===== src/rtl/vga_pkg.sv =====
// Shared VGA pixel-stream types and widths for the sprite drawing stages.
package vga_pkg;
   localparam int HCOUNT_W = 11;
   localparam int RGB_W    = 12;
   localparam int ADDR_X_W = 6;
   localparam int ADDR_Y_W = 6;

   typedef struct packed {
      logic [HCOUNT_W-1:0] hcount;
      logic [HCOUNT_W-1:0] vcount;
      logic                hsync;
      logic                vsync;
      logic                hblnk;
      logic                vblnk;
      logic [RGB_W-1:0]    rgb;
   } vga_if_t;
endpackage


===== src/rtl/delay_line.sv =====
// Fixed-depth register pipeline; synchronous reset clears every stage.
module delay_line #(
   parameter int WIDTH = 8,
   parameter int DEPTH = 3
) (
   input  logic             clk,
   input  logic             rst,
   input  logic [WIDTH-1:0] d_i,
   output logic [WIDTH-1:0] q_o
);
   logic [DEPTH-1:0][WIDTH-1:0] stage_q;

   always_ff @(posedge clk) begin
      if (rst) begin
         stage_q <= '0;
      end else begin
         stage_q[0] <= d_i;
         for (int i = 1; i < DEPTH; i++) begin
            stage_q[i] <= stage_q[i-1];
         end
      end
   end

   assign q_o = stage_q[DEPTH-1];
endmodule


===== src/rtl/draw_tank.sv =====
// Tank sprite overlay: generates the sprite ROM address, keys out transparent
// ROM pixels and re-emits VGA timing aligned with the composed pixel (3 clk latency).
module draw_tank
   import vga_pkg::*;
#(
   parameter int         SPRITE_W  = 48,
   parameter int         SPRITE_H  = 64,
   parameter logic [11:0] KEY_COLOR = 12'h0F0
) (
   input  logic        clk,
   input  logic        rst,
   input  logic [10:0] hcount_in,
   input  logic [10:0] vcount_in,
   input  logic        hsync_in,
   input  logic        vsync_in,
   input  logic        hblnk_in,
   input  logic        vblnk_in,
   input  logic [11:0] rgb_in,
   input  logic [10:0] xpos,
   input  logic [10:0] ypos,
   output logic [11:0] pixel_addr,
   input  logic [11:0] rgb_pixel,
   output logic [10:0] hcount_out,
   output logic [10:0] vcount_out,
   output logic        hsync_out,
   output logic        vsync_out,
   output logic        hblnk_out,
   output logic        vblnk_out,
   output logic [11:0] rgb_out
);
   vga_if_t bus_in;
   assign bus_in = '{hcount: hcount_in, vcount: vcount_in, hsync: hsync_in,
                     vsync: vsync_in, hblnk: hblnk_in, vblnk: vblnk_in, rgb: rgb_in};

   logic [HCOUNT_W-1:0] xlat_q, ylat_q;
   logic                vblnk_prev_q;

   // Position only moves at the vblnk rising edge so a frame never tears.
   always_ff @(posedge clk) begin
      if (rst) begin
         xlat_q       <= '0;
         ylat_q       <= '0;
         vblnk_prev_q <= 1'b0;
      end else begin
         vblnk_prev_q <= bus_in.vblnk;
         if (bus_in.vblnk && !vblnk_prev_q) begin
            xlat_q <= xpos;
            ylat_q <= ypos;
         end
      end
   end

   // Sprite extents at 12 bits so a position near 2047 does not wrap.
   logic [HCOUNT_W:0] x_end, y_end;
   logic              hit;
   logic [ADDR_X_W-1:0] addr_x;
   logic [ADDR_Y_W-1:0] addr_y;

   assign x_end  = {1'b0, xlat_q} + 12'(SPRITE_W);
   assign y_end  = {1'b0, ylat_q} + 12'(SPRITE_H);
   assign hit    = (bus_in.hcount >= xlat_q) && ({1'b0, bus_in.hcount} < x_end) &&
                   (bus_in.vcount >= ylat_q) && ({1'b0, bus_in.vcount} < y_end);
   assign addr_x = bus_in.hcount[ADDR_X_W-1:0] - xlat_q[ADDR_X_W-1:0];
   assign addr_y = bus_in.vcount[ADDR_Y_W-1:0] - ylat_q[ADDR_Y_W-1:0];

   logic [11:0] pixel_addr_q;

   always_ff @(posedge clk) begin
      if (rst) begin
         pixel_addr_q <= '0;
      end else begin
         pixel_addr_q <= hit ? {addr_y, addr_x} : 12'h000;
      end
   end

   assign pixel_addr = pixel_addr_q;

   localparam int TIM_W = 2*HCOUNT_W + 4;
   logic [TIM_W-1:0] tim_d, tim_q;

   assign tim_d = {bus_in.hcount, bus_in.vcount, bus_in.hsync, bus_in.vsync,
                   bus_in.hblnk, bus_in.vblnk};

   delay_line #(.WIDTH(TIM_W), .DEPTH(3)) u_tim_dly (
      .clk (clk),
      .rst (rst),
      .d_i (tim_d),
      .q_o (tim_q)
   );

   // Compose-side copy only needs to reach stage 2, where rgb_pixel arrives.
   localparam int PIX_W = RGB_W + 3;
   logic [PIX_W-1:0] pix_d, pix_q;
   logic             hit_s2, hblnk_s2, vblnk_s2;
   logic [RGB_W-1:0] rgb_s2;

   assign pix_d = {hit, bus_in.hblnk, bus_in.vblnk, bus_in.rgb};

   delay_line #(.WIDTH(PIX_W), .DEPTH(2)) u_pix_dly (
      .clk (clk),
      .rst (rst),
      .d_i (pix_d),
      .q_o (pix_q)
   );

   assign {hit_s2, hblnk_s2, vblnk_s2, rgb_s2} = pix_q;

   logic [RGB_W-1:0] rgb_out_d, rgb_out_q;

   always_comb begin
      rgb_out_d = rgb_s2;
      if (hblnk_s2 || vblnk_s2) begin
         rgb_out_d = '0;
      end else if (hit_s2 && (rgb_pixel != KEY_COLOR)) begin
         rgb_out_d = rgb_pixel;
      end
   end

   always_ff @(posedge clk) begin
      if (rst) begin
         rgb_out_q <= '0;
      end else begin
         rgb_out_q <= rgb_out_d;
      end
   end

   assign {hcount_out, vcount_out, hsync_out, vsync_out, hblnk_out, vblnk_out} = tim_q;
   assign rgb_out = rgb_out_q;
endmodule

===== config.mk =====
export PLATFORM = sky130hd
export DESIGN_NAME = draw_tank
export DESIGN_NICKNAME = d
export VERILOG_FILES = /design/src/rtl/vga_pkg.sv /design/src/rtl/delay_line.sv /design/src/rtl/draw_tank.sv
export SDC_FILE = /design/constraint.sdc
export NUM_CORES = 1
export LEC_CHECK = 0
export ABC_AREA = 1
export ABC_CLOCK_PERIOD_IN_PS = 2000
export BUFFER_PORTS_ARGS = -buffer_cell sky130_fd_sc_hd__buf_2
export CORE_MARGIN = 3
export CORE_UTILIZATION = 40
export DETAILED_ROUTE_END_ITERATION = 8
export GPL_ROUTABILITY_DRIVEN = 0
export SETUP_SLACK_MARGIN = 0.4
export SLEW_MARGIN = 20
export SYNTH_ARGS = -nofsm -noshare
export SYNTH_HDL_FRONTEND = slang
export SYNTH_SLANG_ARGS = --single-unit

===== constraint.sdc =====
create_clock -name clk -period 2 [get_ports clk]
set_clock_uncertainty 0.1 [all_clocks]
set_input_delay 0.4 -clock clk [delete_from_list [all_inputs] [get_ports clk]]
set_output_delay 0.4 -clock clk [all_outputs]
set_load 0.03 [all_outputs]

==> reports/metrics.cfg <==
[status]
status=finished with violations
violations=setup timing

[grt]
grt_pass1_wl_mm=19.48
grt_max_degree=54
grt_usage=0.1512
overflow=0
antenna_found_initial=0
grt_pass1_vias=4033

[yosys]
synth_edf_count=0
syn_nets=859
synth_async_sr_flop_share=0
syn_area_per_cell_um2=8.045
synth_top_area_share=0.4997
ys_types=30
yosysSeqAreaShare=0.4997
ys.flop_type=dfxtp_1
postSynthCellCount=747
synth_warnings=0
yosysTopAreaCell=dfxtp_1
yosys-top-cells-area=dfxtp_1 50%, inv_1 9.7%, nor2_1 8.7%, ha_1 7.5%, nand2_1 4.8%
syn_area_um2=6010
ys_seq_elements=150

[drt]
wl_met2_mm=5.265
dr.first_iter.drc_count=217
met1_length_mm=5.988
wl_per_cell_um=11.33
drcViolationCount=0
drt-total-wl_mm=12.09
via_per_inst=4.191
dr_wl_met3_um=725
postRouteAntennaNets=0
vias=4472
dr.max_layer_used=met4
first_pass_iters=4

[final_layout]
n_antenna_cell=0
drive_gt1_frac=0.2548
areaGrowthSynthToFinish_pct=25.82
fin_nets=982
finalInstanceArea_um2=7561

[timing]
tightest_slew_ns=0.5116
fin_crit_sh=1.043
clock.fmax_mhz=479.3
hold_violations=0
layout_min_cycle_time_ns=2.086
whs_ns=0.08641
setup_violations=13
finalWorstSetupSlack_ns=-0.08621
finalMaxSlewViolations=0
rsz0062_at_grt=yes
max-slew-margin-rel=0.6589

[min_path]
hp-class=in2reg

[place]
dp_slack_ns=-0.1408
place_hpwl_mm=9.060
io_buffer_count=123
post_dp_cell_area_um2=6838

[power_and_ir_drop]
clkPwrFrac=0.427
seqPwrFrac=0.438
switching_share=0.2605
p_per_area_nw_per_um2=957.7
leakagePower_nw=3.779
p_int_w=0.005355
p_switching_w=0.001886
comb_power_share=0.135
ir_drop_v=0.0005898

[clock_network]
cts.sinks=150
root_buffer=clkbuf_16
htreeDepth=4
numCtsBuffers=17
clkTransAtPathRegs_ns=0.06
ctsHoldBuffers=0
cts.path.max_buffers=2
clock_latency_ns=0.41
cts_tree=built

[critical_path]
critPathRequiredTime_ns=2.24
critPathMaxFanout=7
r2r_cells=11
crit_cells=11
r2r_start=xlat_q[5]
rrSetupSlack_ns=-0.09
crit_slowest_cell=dfxtp_2
startpoint=xlat_q[5]
crit_arrival_ns=2.33
worstPathCellList=inv_2 > ha_4 > or2_4 > nor3_4 > xor2_1 > ha_1 > a21boi_2 > nand2_2 > nand2_4 > buf_12 > nor3_2
critPathMaxStageDelay_ns=0.35
crit_path_end=pixel_addr[8]
startpoint_type=register
r2r_end=pixel_addr[8]
crit_path_end_kind=register
critPathKind=reg2reg
crit_buf_inv=2
critical-path-top-delay-family=simple AND/OR/NAND/NOR gates

[floorplanning]
ios=124
num_rows=44
die-area_um2=16530
fp.coreArea_um2=14590
start_util=0.4119
die_w_um=128.6
die_h_um=128.6

[job]
maxCapViolCount=0

-- per-stage QoR --
| stage | util | total power [W] | TNS (ns) | instances |
|---|---|---|---|---|
| global placement | 0.4687 | 0.004135 | -0.5671 | 1033 |
| floorplan | - | 0.003853 | 0 | 747 |
| global route | 0.5183 | 0.007597 | -2.190 | 1067 |
| finish | 0.5183 | 0.007241 | -0.8903 | 1067 |
| CTS | 0.5136 | 0.007295 | -0.5882 | 1067 |
| detailed placement | 0.4687 | 0.004140 | -1.263 | 1033 |
-- power groups by stage --
stage	Clock (W)	Combinational, W	Sequential (W)
finish	0.00309	0.000979	0.00317
detailed placement	0	0.000903	0.00324
global placement	0	0.000899	0.00324
CTS	0.00317	0.000955	0.00317
floorplan	0	0.000589	0.00326
global route	0.00331	0.00111	0.00318
-- final cells by class --
class                           count  area (um^2)
Clock buffer                       20        466.7
Clock inverter                     12        115.1
Fill cell                        1367         7028
Inverter                          156        585.6
Multi-Input combinational cell    394         2277
Sequential cell                   150         3005
Tap cell                          184        230.2
Timing Repair Buffer              151        880.8
-- tightest hold or removal path: cells and delay by family --
family / cells / cell delay [ns]
buffers and inverters: 2 / 0.10
and+or+nand+nor: 1 / 0.06
-- state kept, by name (all words and copies together) (netlist names) --
register and count:
u_tim_dly.stage_q 50, u_tim_dly.q_o 26, u_pix_dly.q_o 15, u_pix_dly.stage_q 13, pixel_addr 12, rgb_out 12, xlat_q 11, ylat_q 11
-- logic make-up (layout without fill, tap and decap cells) --
family | Yosys count | after routing | synth area share
and+or+nand+nor | 268 | 268 | 0.1924
xor gates and xnor gates | 12 | 12 | 0.01749
buffers and inverters | 203 | 339 | 0.1428
adders and majority gates | 38 | 38 | 0.08162
DFF | 150 | 150 | 0.4997
AOI/OAI and AO/OA | 76 | 76 | 0.06600
-- layout by cell type (no fill, tap or decap), types with 2 or more instances in the layout --
master | Yosys | layout
clkbuf_8 | 0 | 3
clkbuf_16 | 0 | 17
nor2_2 | 3 | 3
nor3_4 | 0 | 4
buf_2 | 2 | 122
dfxtp_2 | 0 | 2
nor2_1 | 140 | 138
nand3b_1 | 9 | 9
ha_4 | 0 | 2
a21oi_1 | 44 | 43
buf_6 | 1 | 2
nor3_2 | 9 | 10
ha_1 | 36 | 34
clkinv_2 | 0 | 2
clkinvlp_4 | 0 | 3
o21ai_1 | 1 | 2
nor4_1 | 3 | 3
buf_4 | 23 | 24
inv_6 | 0 | 5
dfxtp_1 | 150 | 148
o21ai_0 | 26 | 24
fa_2 | 0 | 2
buf_12 | 0 | 2
inv_1 | 155 | 153
nand2_1 | 77 | 73
xor2_1 | 11 | 11
nand2_2 | 2 | 4
o21ai_2 | 2 | 3
nand4_1 | 2 | 2
nand2_4 | 0 | 2
inv_2 | 1 | 3
nor2_4 | 0 | 2
nand3_1 | 15 | 15
-- layer usage --
metal | vias to the layer above | global-route usage
met1 | 1890 | 0.2085
li1 | 2470 | -
met4 | 0 | 0.05065
met3 | 8 | 0.04981
met2 | 104 | 0.2237
met5 | - | 0
-- synth_stat cells, types with 6 or more instances --
| cell type | instances |
|---|---|
| a21oi_1 | 44 |
| nand3_1 | 15 |
| o21ai_0 | 26 |
| inv_1 | 155 |
| nand2_1 | 77 |
| nor3_2 | 9 |
| nor3_1 | 6 |
| buf_4 | 23 |
| nor2_1 | 140 |
| ha_1 | 36 |
| xor2_1 | 11 |
| nand3b_1 | 9 |
| dfxtp_1 | 150 |
| clkbuf_1 | 21 |
-- what timing repair did --
| item | 4_1_cts | 5_1_grt |
|---|---|---|
| setup buffers | 1 | 0 |
| pin swaps | 7 | 5 |
| cloned | 1 | 0 |
| endpoints found under the setup margin | 13 | 13 |
| gates resized for setup | 10 | 14 |
-- worst min-delay path by stage --
stage                               from                   end  cells after the start
floorplan           u_pix_dly.stage_q[0]      u_pix_dly.q_o[0]                      2
global placement    u_pix_dly.stage_q[6]      u_pix_dly.q_o[6]                      2
detailed placement  u_pix_dly.stage_q[7]      u_pix_dly.q_o[7]                      2
CTS                            rgb_in[9]  u_pix_dly.stage_q[9]                      3
global route                   rgb_in[5]  u_pix_dly.stage_q[5]                      3
finish                         rgb_in[6]  u_pix_dly.stage_q[6]                      3
Note: power is estimated with default switching activity, not from simulation.
